File: config.mk
export PLATFORM = sky130hd
export DESIGN_NAME = mdu_hilo
export DESIGN_NICKNAME = d
export VERILOG_FILES = /design/src/rtl/mdu_hilo.sv
export SDC_FILE = /design/constraint.sdc
export NUM_CORES = 2
export LEC_CHECK = 0
export ABC_AREA = 1
export CORE_UTILIZATION = 45
export CTS_BUF_LIST = sky130_fd_sc_hd__clkbuf_8 sky130_fd_sc_hd__clkbuf_16
export CTS_CLUSTER_SIZE = 16
export DETAILED_ROUTE_END_ITERATION = 6
export SLEW_MARGIN = 5
export SYNTH_ARGS = -nofsm -noshare
export SYNTH_HDL_FRONTEND = slang
export SYNTH_SLANG_ARGS = --single-unit
File: constraint.sdc
create_clock -name clock -period 8.8 [get_ports clock]
set_input_delay 1.76 -clock clock [delete_from_list [all_inputs] [get_ports clock]]
set_output_delay 1.76 -clock clock [all_outputs]
set_load 0.05 [all_outputs]
File: src/rtl/mdu_hilo.sv
// ============================================================================
// mdu_hilo : multiply/divide unit holding the HI/LO registers (EX stage)
// Rev 1.0  : initial release
// ============================================================================
`default_nettype none

module mdu_hilo (
    input  logic        clock,
    input  logic        reset,
    input  logic        start,
    input  logic [2:0]  op,
    input  logic [31:0] operand_a,
    input  logic [31:0] operand_b,
    input  logic        flush,
    output logic        busy,
    output logic        done,
    output logic        div_zero,
    output logic [31:0] hi,
    output logic [31:0] lo
);

    localparam logic [2:0] c_OP_MULT  = 3'b000;
    localparam logic [2:0] c_OP_MULTU = 3'b001;
    localparam logic [2:0] c_OP_DIV   = 3'b010;
    localparam logic [2:0] c_OP_DIVU  = 3'b011;
    localparam logic [2:0] c_OP_MTHI  = 3'b100;
    localparam logic [2:0] c_OP_MTLO  = 3'b101;

    typedef enum logic [1:0] {
        S_IDLE = 2'd0,
        S_MUL  = 2'd1,
        S_DIV  = 2'd2,
        S_FIX  = 2'd3
    } state_t;

    state_t      r_state;
    logic [31:0] r_hi;
    logic [31:0] r_lo;
    logic [63:0] r_prod;
    logic [31:0] r_quo;
    logic [31:0] r_rem;
    logic [31:0] r_dsr;
    logic [4:0]  r_cnt;
    logic        r_neg_q;
    logic        r_neg_r;
    logic        r_zero;
    logic        r_done;
    logic        r_div_zero;

    logic        w_accept;
    logic        w_a_neg;
    logic        w_b_neg;
    logic [31:0] w_a_mag;
    logic [31:0] w_b_mag;
    logic [63:0] w_mul_a;
    logic [63:0] w_mul_b;
    logic [63:0] w_prod;
    logic [32:0] w_shift;
    logic [32:0] w_trial;

    assign busy     = (r_state != S_IDLE);
    assign done     = r_done;
    assign div_zero = r_div_zero;
    assign hi       = r_hi;
    assign lo       = r_lo;

    // flush in the same cycle as start blocks acceptance
    assign w_accept = start & ~busy & ~flush & ~(op[2] & op[1]);

    assign w_a_neg = (op == c_OP_DIV) & operand_a[31];
    assign w_b_neg = (op == c_OP_DIV) & operand_b[31];
    assign w_a_mag = w_a_neg ? (32'd0 - operand_a) : operand_a;
    assign w_b_mag = w_b_neg ? (32'd0 - operand_b) : operand_b;

    // Low 64 bits of the extended product equal the signed or unsigned product
    assign w_mul_a = {{32{~op[0] & operand_a[31]}}, operand_a};
    assign w_mul_b = {{32{~op[0] & operand_b[31]}}, operand_b};
    assign w_prod  = w_mul_a * w_mul_b;

    // Restoring step: shift in the next dividend bit, subtract, keep if non-negative
    assign w_shift = {r_rem, r_quo[31]};
    assign w_trial = w_shift - {1'b0, r_dsr};

    always_ff @(posedge clock) begin
        if (reset) begin
            r_state    <= S_IDLE;
            r_hi       <= 32'd0;
            r_lo       <= 32'd0;
            r_prod     <= 64'd0;
            r_quo      <= 32'd0;
            r_rem      <= 32'd0;
            r_dsr      <= 32'd0;
            r_cnt      <= 5'd0;
            r_neg_q    <= 1'b0;
            r_neg_r    <= 1'b0;
            r_zero     <= 1'b0;
            r_done     <= 1'b0;
            r_div_zero <= 1'b0;
        end else begin
            r_done     <= 1'b0;
            r_div_zero <= 1'b0;
            if (flush && (r_state != S_IDLE)) begin
                r_state <= S_IDLE;
            end else begin
                case (r_state)
                    S_IDLE: begin
                        if (w_accept) begin
                            case (op)
                                c_OP_MTHI: r_hi <= operand_a;
                                c_OP_MTLO: r_lo <= operand_a;
                                c_OP_MULT, c_OP_MULTU: begin
                                    r_prod  <= w_prod;
                                    r_state <= S_MUL;
                                end
                                c_OP_DIV, c_OP_DIVU: begin
                                    r_quo   <= w_a_mag;
                                    r_dsr   <= w_b_mag;
                                    r_rem   <= 32'd0;
                                    r_cnt   <= 5'd0;
                                    r_neg_q <= w_a_neg ^ w_b_neg;
                                    r_neg_r <= w_a_neg;
                                    r_zero  <= (operand_b == 32'd0);
                                    r_state <= (operand_b == 32'd0) ? S_FIX : S_DIV;
                                end
                                default: ;
                            endcase
                        end
                    end
                    S_MUL: begin
                        {r_hi, r_lo} <= r_prod;
                        r_done       <= 1'b1;
                        r_state      <= S_IDLE;
                    end
                    S_DIV: begin
                        if (!w_trial[32]) begin
                            r_rem <= w_trial[31:0];
                            r_quo <= {r_quo[30:0], 1'b1};
                        end else begin
                            r_rem <= w_shift[31:0];
                            r_quo <= {r_quo[30:0], 1'b0};
                        end
                        r_cnt <= r_cnt + 5'd1;
                        if (r_cnt == 5'd31) begin
                            r_state <= S_FIX;
                        end
                    end
                    S_FIX: begin
                        if (!r_zero) begin
                            r_lo <= r_neg_q ? (32'd0 - r_quo) : r_quo;
                            r_hi <= r_neg_r ? (32'd0 - r_rem) : r_rem;
                        end
                        r_done     <= 1'b1;
                        r_div_zero <= r_zero;
                        r_state    <= S_IDLE;
                    end
                    default: r_state <= S_IDLE;
                endcase
            end
        end
    end

endmodule

`default_nettype wire

Word level (Yosys, flattened, before mapping)
Index checks and enable logic that the tools add are counted.

Bitwise operators: 15. $mul: 1. Multiplexer cells: 29. $lt $le $gt $ge: 0. Div/mod/pow operators: 0. Reductions and logical operators: 18. Shift operators: 0. Add/sub/neg operators: 6. Equality and inequality tests: 16.

Operators by type and width (count): 32-bit two-way mux (15); 32-bit case mux with 3 select lines (2); 32-bit case mux with 2 select lines (2); 1-bit by 32-bit subtractor with 32-bit output (first input constant) (4); 33-bit by 33-bit multiplier with 64-bit output (1); 33-bit by 32-bit subtractor with 33-bit output (1); 32-bit zero test (1); 4-bit AND reduction (3); 5-bit two-way mux (2); 5-bit case mux with 2 select lines (1); 5-bit AND reduction (2); 1-bit bitwise AND (8); 2-bit OR reduction (4); 3-bit by 2-bit equality test with 1-bit output (second input constant) (2); 3-bit equality test (second input constant) (2); 2-bit by 1-bit inequality test with 1-bit output (second input constant) (3); 2-bit inequality test (second input constant) (3); 1-bit NOT (6); 2-bit case mux with 3 select lines (1); 5-bit by 1-bit adder with 5-bit output (second input constant) (1); 5-bit equality test (second input constant) (1); 2-bit equality test (second input constant) (2); 2-bit two-way mux (2); 2-bit case mux with 2 select lines (1); 12 further kinds (15).

Memories kept: 0. Input bits: 71. Bits in latches: 0. RAM bits: 0. Logic and storage cells: 98. Bits in registers: 236. Memory bits (read-only): 0.

Depth between registers and ports, before layout
Depth after elaboration: 7. Mapped depth: 36.

Worst setup path after synthesis
No wires, ideal clock.

Path type: input port to flip-flop. From: in operand_a[31]. To: reg r_prod[59]. Data arrival time: 8.811 ns. Cell stages on the path: 29. Path buffers: 2. Path slack: -0.120 ns. Setup time: 0.109 ns. Cell sequence: buf_2 > clkbuf_1 > nand2_1 > nor2_1 > fa_1 > fa_1 > fa_1 > inv_1 > fa_1 > inv_1 > fa_1 > fa_1 > inv_1 > fa_1 > fa_1 > inv_1 > ha_1 > nand2_1 > nor2_1 > inv_1 > nor2_1 > inv_1 > nor2_1 > inv_1 > o21bai_1 > nand4_1 > nand3_1 > nand2_1 > inv_1.

Longest elaborated chain between the ends: 2.

RTL lines: start, declared (RTL line 12) `input logic [31:0] operand_a,`; 1-bit bitwise AND (RTL line 76) `assign w_mul_a = {{32{~op[0] & operand_a[31]}}, operand_a};`; 33-bit by 33-bit multiplier with 64-bit output * (RTL line 78) `assign w_prod = w_mul_a * w_mul_b;`; end signal, assigned (RTL line 112) `r_prod <= w_prod;`; end, declared (RTL line 39) `logic [63:0] r_prod;`.

Every way passes the cells marked *; elsewhere a longest branch is shown, timed or not. A chain may end at the register's enable or synchronous reset.

Final worst setup path
From: in operand_b[0]. To: reg r_prod[40].

Longest elaborated chain between the ends: 1.

RTL lines: start, declared (RTL line 13) `input logic [31:0] operand_b,`; 33-bit by 33-bit multiplier with 64-bit output (RTL line 78).

No other way between the ends.

==> results.sh <==
export IMPL_critical_path_start_type="primary input"
export IMPL_dieArea_sq_um=124000
export IMPL_area_delta_synth_final_pct=15.3
export IMPL_holdCritPathClass="reg -> reg"
export IMPL_critPathMaxStageDelay_ns=0.61
export IMPL_synth_seq_cells=236
export IMPL_grt_pass1_vias=51226
export IMPL_row_count=128
export IMPL_gp_congestion=1.01
export IMPL_dieWidth_um=352
export IMPL_layout_drive_gt1_share_pct=10.7
export IMPL_setup_violations=0
export IMPL_slew_limit_headroom_pct=34.6
export IMPL_dr_total_vias=49426
export IMPL_route_antenna_remaining_nets=0
export IMPL_finalCritPeriodShare_pct=97.6
export IMPL_design_area_sq_um=63700
export IMPL_synth_enable_flop_cells=0
export IMPL_boundaryPins=138
export IMPL_grt_setup_unrepaired="yes"
export IMPL_tritoncts_clock_tree="done"
export IMPL_synth_avg_cell_area_sq_um=7.40
export IMPL_first_pass_grt_wire_length_um=311000
export IMPL_post_route_worst_setup_slack_ns=0.211
export IMPL_insertion_delay_ns=0.59
export IMPL_synth_area_sq_um=55300
export IMPL_route_detailed_drc=0
export IMPL_timing_hold_violations_final=0
export IMPL_global_route_usage_total_pct=33.0
export IMPL_critical_path_buf_inv_count=12
export IMPL_grt_antenna_before_repair=20
export IMPL_detail_route_wirelength_um=202000
export IMPL_synth_net_count=8911
export IMPL_core_area_sq_um=122000
export IMPL_cts_hold_repair_buffers=0
export IMPL_cpLargestDelayFamily="adder cells"
export IMPL_cts_path_max_buffers=3
export IMPL_cts_clk_slew_worst_paths_ns=0.06
export IMPL_floorplan_initialDensity_pct=45.4
export IMPL_timing_max_cap_violations=0
export IMPL_dr_first_iter_drc_count=4265
export IMPL_period_minus_slack_ns=8.59
export IMPL_status="complete, no violations"
export IMPL_worstPathArrival_ns=9.12
export IMPL_totalNegativeSetupSlack_ns=0
export IMPL_ctsHtreeMaxLevel=1
export IMPL_yosys_area_top_type_share_pct=40.8
export IMPL_syn_instance_count=7464
export IMPL_report_final_slew_viol_count=0
export IMPL_critical_path_slowest_cell="sky130_fd_sc_hd__fa_2"
export IMPL_critical_path_peak_fanout=10
export IMPL_yosys_area_top_type="sky130_fd_sc_hd__fa_1"
export IMPL_dp_final_hpwl_um=173000
export IMPL_vertical_die_dimension_um=352
export IMPL_register_area_share_after_synthesis_pct=8.55
export IMPL_drt_wirelength_per_cell_um=21.2
export IMPL_ys_async_sr_fraction_pct=0
export IMPL_dpl_cell_area_sq_um=62300
export IMPL_timing_critical_path_required_ns=9.34
export IMPL_globalRoute_totalOverflow=0
export IMPL_ys_warnings_count=0
export IMPL_fmax_mhz=116
export IMPL_critical_path_endpoint_type="flop"
export IMPL_worstMarginPinSlew_ns=0.976
export IMPL_root_buffer="sky130_fd_sc_hd__clkbuf_16"
export IMPL_ys_dominant_reg_cell="sky130_fd_sc_hd__dfxtp_1"
export IMPL_cts_inserted_buffers=28
export IMPL_dr_pass1_iters=6
export IMPL_crit_path_kind="in -> reg"
export IMPL_num_nets_final=9310
export IMPL_grt_max_degree=86
export IMPL_worst_clock_skew_ns=0.0342
export IMPL_crit_top_cell="sky130_fd_sc_hd__inv_1"
export IMPL_place_worst_setup_slack_ns=-0.665
export IMPL_synth_top_cells_by_area="sky130_fd_sc_hd__fa_1, sky130_fd_sc_hd__inv_1, sky130_fd_sc_hd__nand2_1"
export IMPL_vias_per_cell=5.19
export IMPL_ys_types=53
export IMPL_count_of_input_and_output_buffers=137
export IMPL_hold_ws_ns=0.475
export IMPL_clock_sinks=236
==> metrics by stage <==
step	utilization, %	instances
floorplan	-	7464
global placement	51.2	9452
detailed placement	51.2	9452
CTS	52.0	9503
global route	52.3	9518
finish	52.3	9520
==> logic make-up (layout without fill, tap and decap cells) <==
| logic type | after synthesis | in the layout | share of synthesized area (%) |
|---|---|---|---|
| compound gates | 776 | 776 | 8.09 |
| xor+xnor | 75 | 75 | 1.19 |
| fa+ha+maj | 1376 | 1376 | 46.5 |
| buf+inv | 2274 | 2694 | 15.7 |
| flops | 236 | 236 | 8.55 |
| other cells | 0 | 11 | 0 |
| simple gates | 2727 | 2727 | 20.0 |
==> layer usage <==
metal	GRT usage [%]	vias up	part of all wire [%]
met5	0	-	0.0064
met4	12.3	2	4.7
met3	3.96	338	6.3
met2	56.3	1712	48
met1	42.9	24634	41
li1	-	22740	-
==> cells in the final DEF (no fill, tap or decap), types with 40 or more instances in the layout <==
cell type	synthesis	final
sky130_fd_sc_hd__inv_1	1884	1883
sky130_fd_sc_hd__nand2_1	1868	1864
sky130_fd_sc_hd__fa_1	1126	1121
sky130_fd_sc_hd__buf_4	8	535
sky130_fd_sc_hd__nor2_1	433	407
sky130_fd_sc_hd__a21oi_1	277	263
sky130_fd_sc_hd__o21ai_0	271	255
sky130_fd_sc_hd__nand3_1	261	254
sky130_fd_sc_hd__ha_1	250	240
sky130_fd_sc_hd__dfxtp_1	236	236
sky130_fd_sc_hd__clkdlybuf4s50_1	0	101
sky130_fd_sc_hd__buf_12	0	68
sky130_fd_sc_hd__o21bai_1	48	45
sky130_fd_sc_hd__xor2_1	45	45
sky130_fd_sc_hd__nor3_1	48	41
sky130_fd_sc_hd__nand4_1	40	40
==> area by class of cell <==
cell class	instances	area (sq um)
antenna	11	27.5
clock buffer	35	808
clock inverter	16	136
fill	12026	58000
inverter	1901	7150
multi-input combinational	4954	42200
sequential	236	4720
tap	1625	2030
timing repair buffer	742	6600
==> synthesized netlist by cell type, types with 26 or more instances <==
cell type / instances
sky130_fd_sc_hd__buf_2: 47
sky130_fd_sc_hd__a211oi_1: 32
sky130_fd_sc_hd__dfxtp_1: 236
sky130_fd_sc_hd__o21ai_0: 271
sky130_fd_sc_hd__a21oi_1: 277
sky130_fd_sc_hd__clkbuf_1: 250
sky130_fd_sc_hd__o211ai_1: 26
sky130_fd_sc_hd__buf_1: 60
sky130_fd_sc_hd__inv_1: 1884
sky130_fd_sc_hd__nor2_1: 433
sky130_fd_sc_hd__fa_1: 1126
sky130_fd_sc_hd__o21bai_1: 48
sky130_fd_sc_hd__xor2_1: 45
sky130_fd_sc_hd__xnor2_1: 30
sky130_fd_sc_hd__nor3_1: 48
sky130_fd_sc_hd__nand3_1: 261
sky130_fd_sc_hd__nand4_1: 40
sky130_fd_sc_hd__nand2_1: 1868
sky130_fd_sc_hd__ha_1: 250
==> state kept, by name, summed over array words and instances (netlist names) <==
| name | cells |
|---|---|
| r_prod | 64 |
| hi | 32 |
| lo | 32 |
| r_dsr | 32 |
| r_quo | 32 |
| r_rem | 32 |
| r_cnt | 5 |
| r_state | 2 |
| div_zero | 1 |
| done | 1 |
| r_neg_q | 1 |
| r_neg_r | 1 |
| r_zero | 1 |
==> timing repair <==
action / 4_1_cts / 5_1_grt
pin swaps: 0 / 8
buffers inserted: 0 / 6
gates resized for setup: 2 / 105
endpoints found under the setup margin: 3 / 38
==> tightest hold or removal path: cells and delay by family, from the launching register on <==
family / cells / cell delay (ns)
compound gates: 1 / 0.05
simple gates: 1 / 0.06
flops: 1 / 0.32
==> final timing paths <==
check / startpoint / end / slack (ns) / cells past startpoint
hold reg to reg: r_quo[1]$_SDFFE_PP0P_ / r_quo[1]$_SDFFE_PP0P_ / 0.48 / 2
setup reg to reg: r_quo[31]$_SDFFE_PP0P_ / r_rem[30]$_SDFFE_PP0P_ / 5.45 / 17
setup / recovery: operand_b[0] / r_prod[40]$_SDFFE_PP0P_ / 0.21 / 32
hold / removal: r_quo[1]$_SDFFE_PP0P_ / r_quo[1]$_SDFFE_PP0P_ / 0.48 / 2
Power is left out: the tool's default activity adds up to more than one toggle a clock period on the data nets, which glitch-free logic cannot reach.
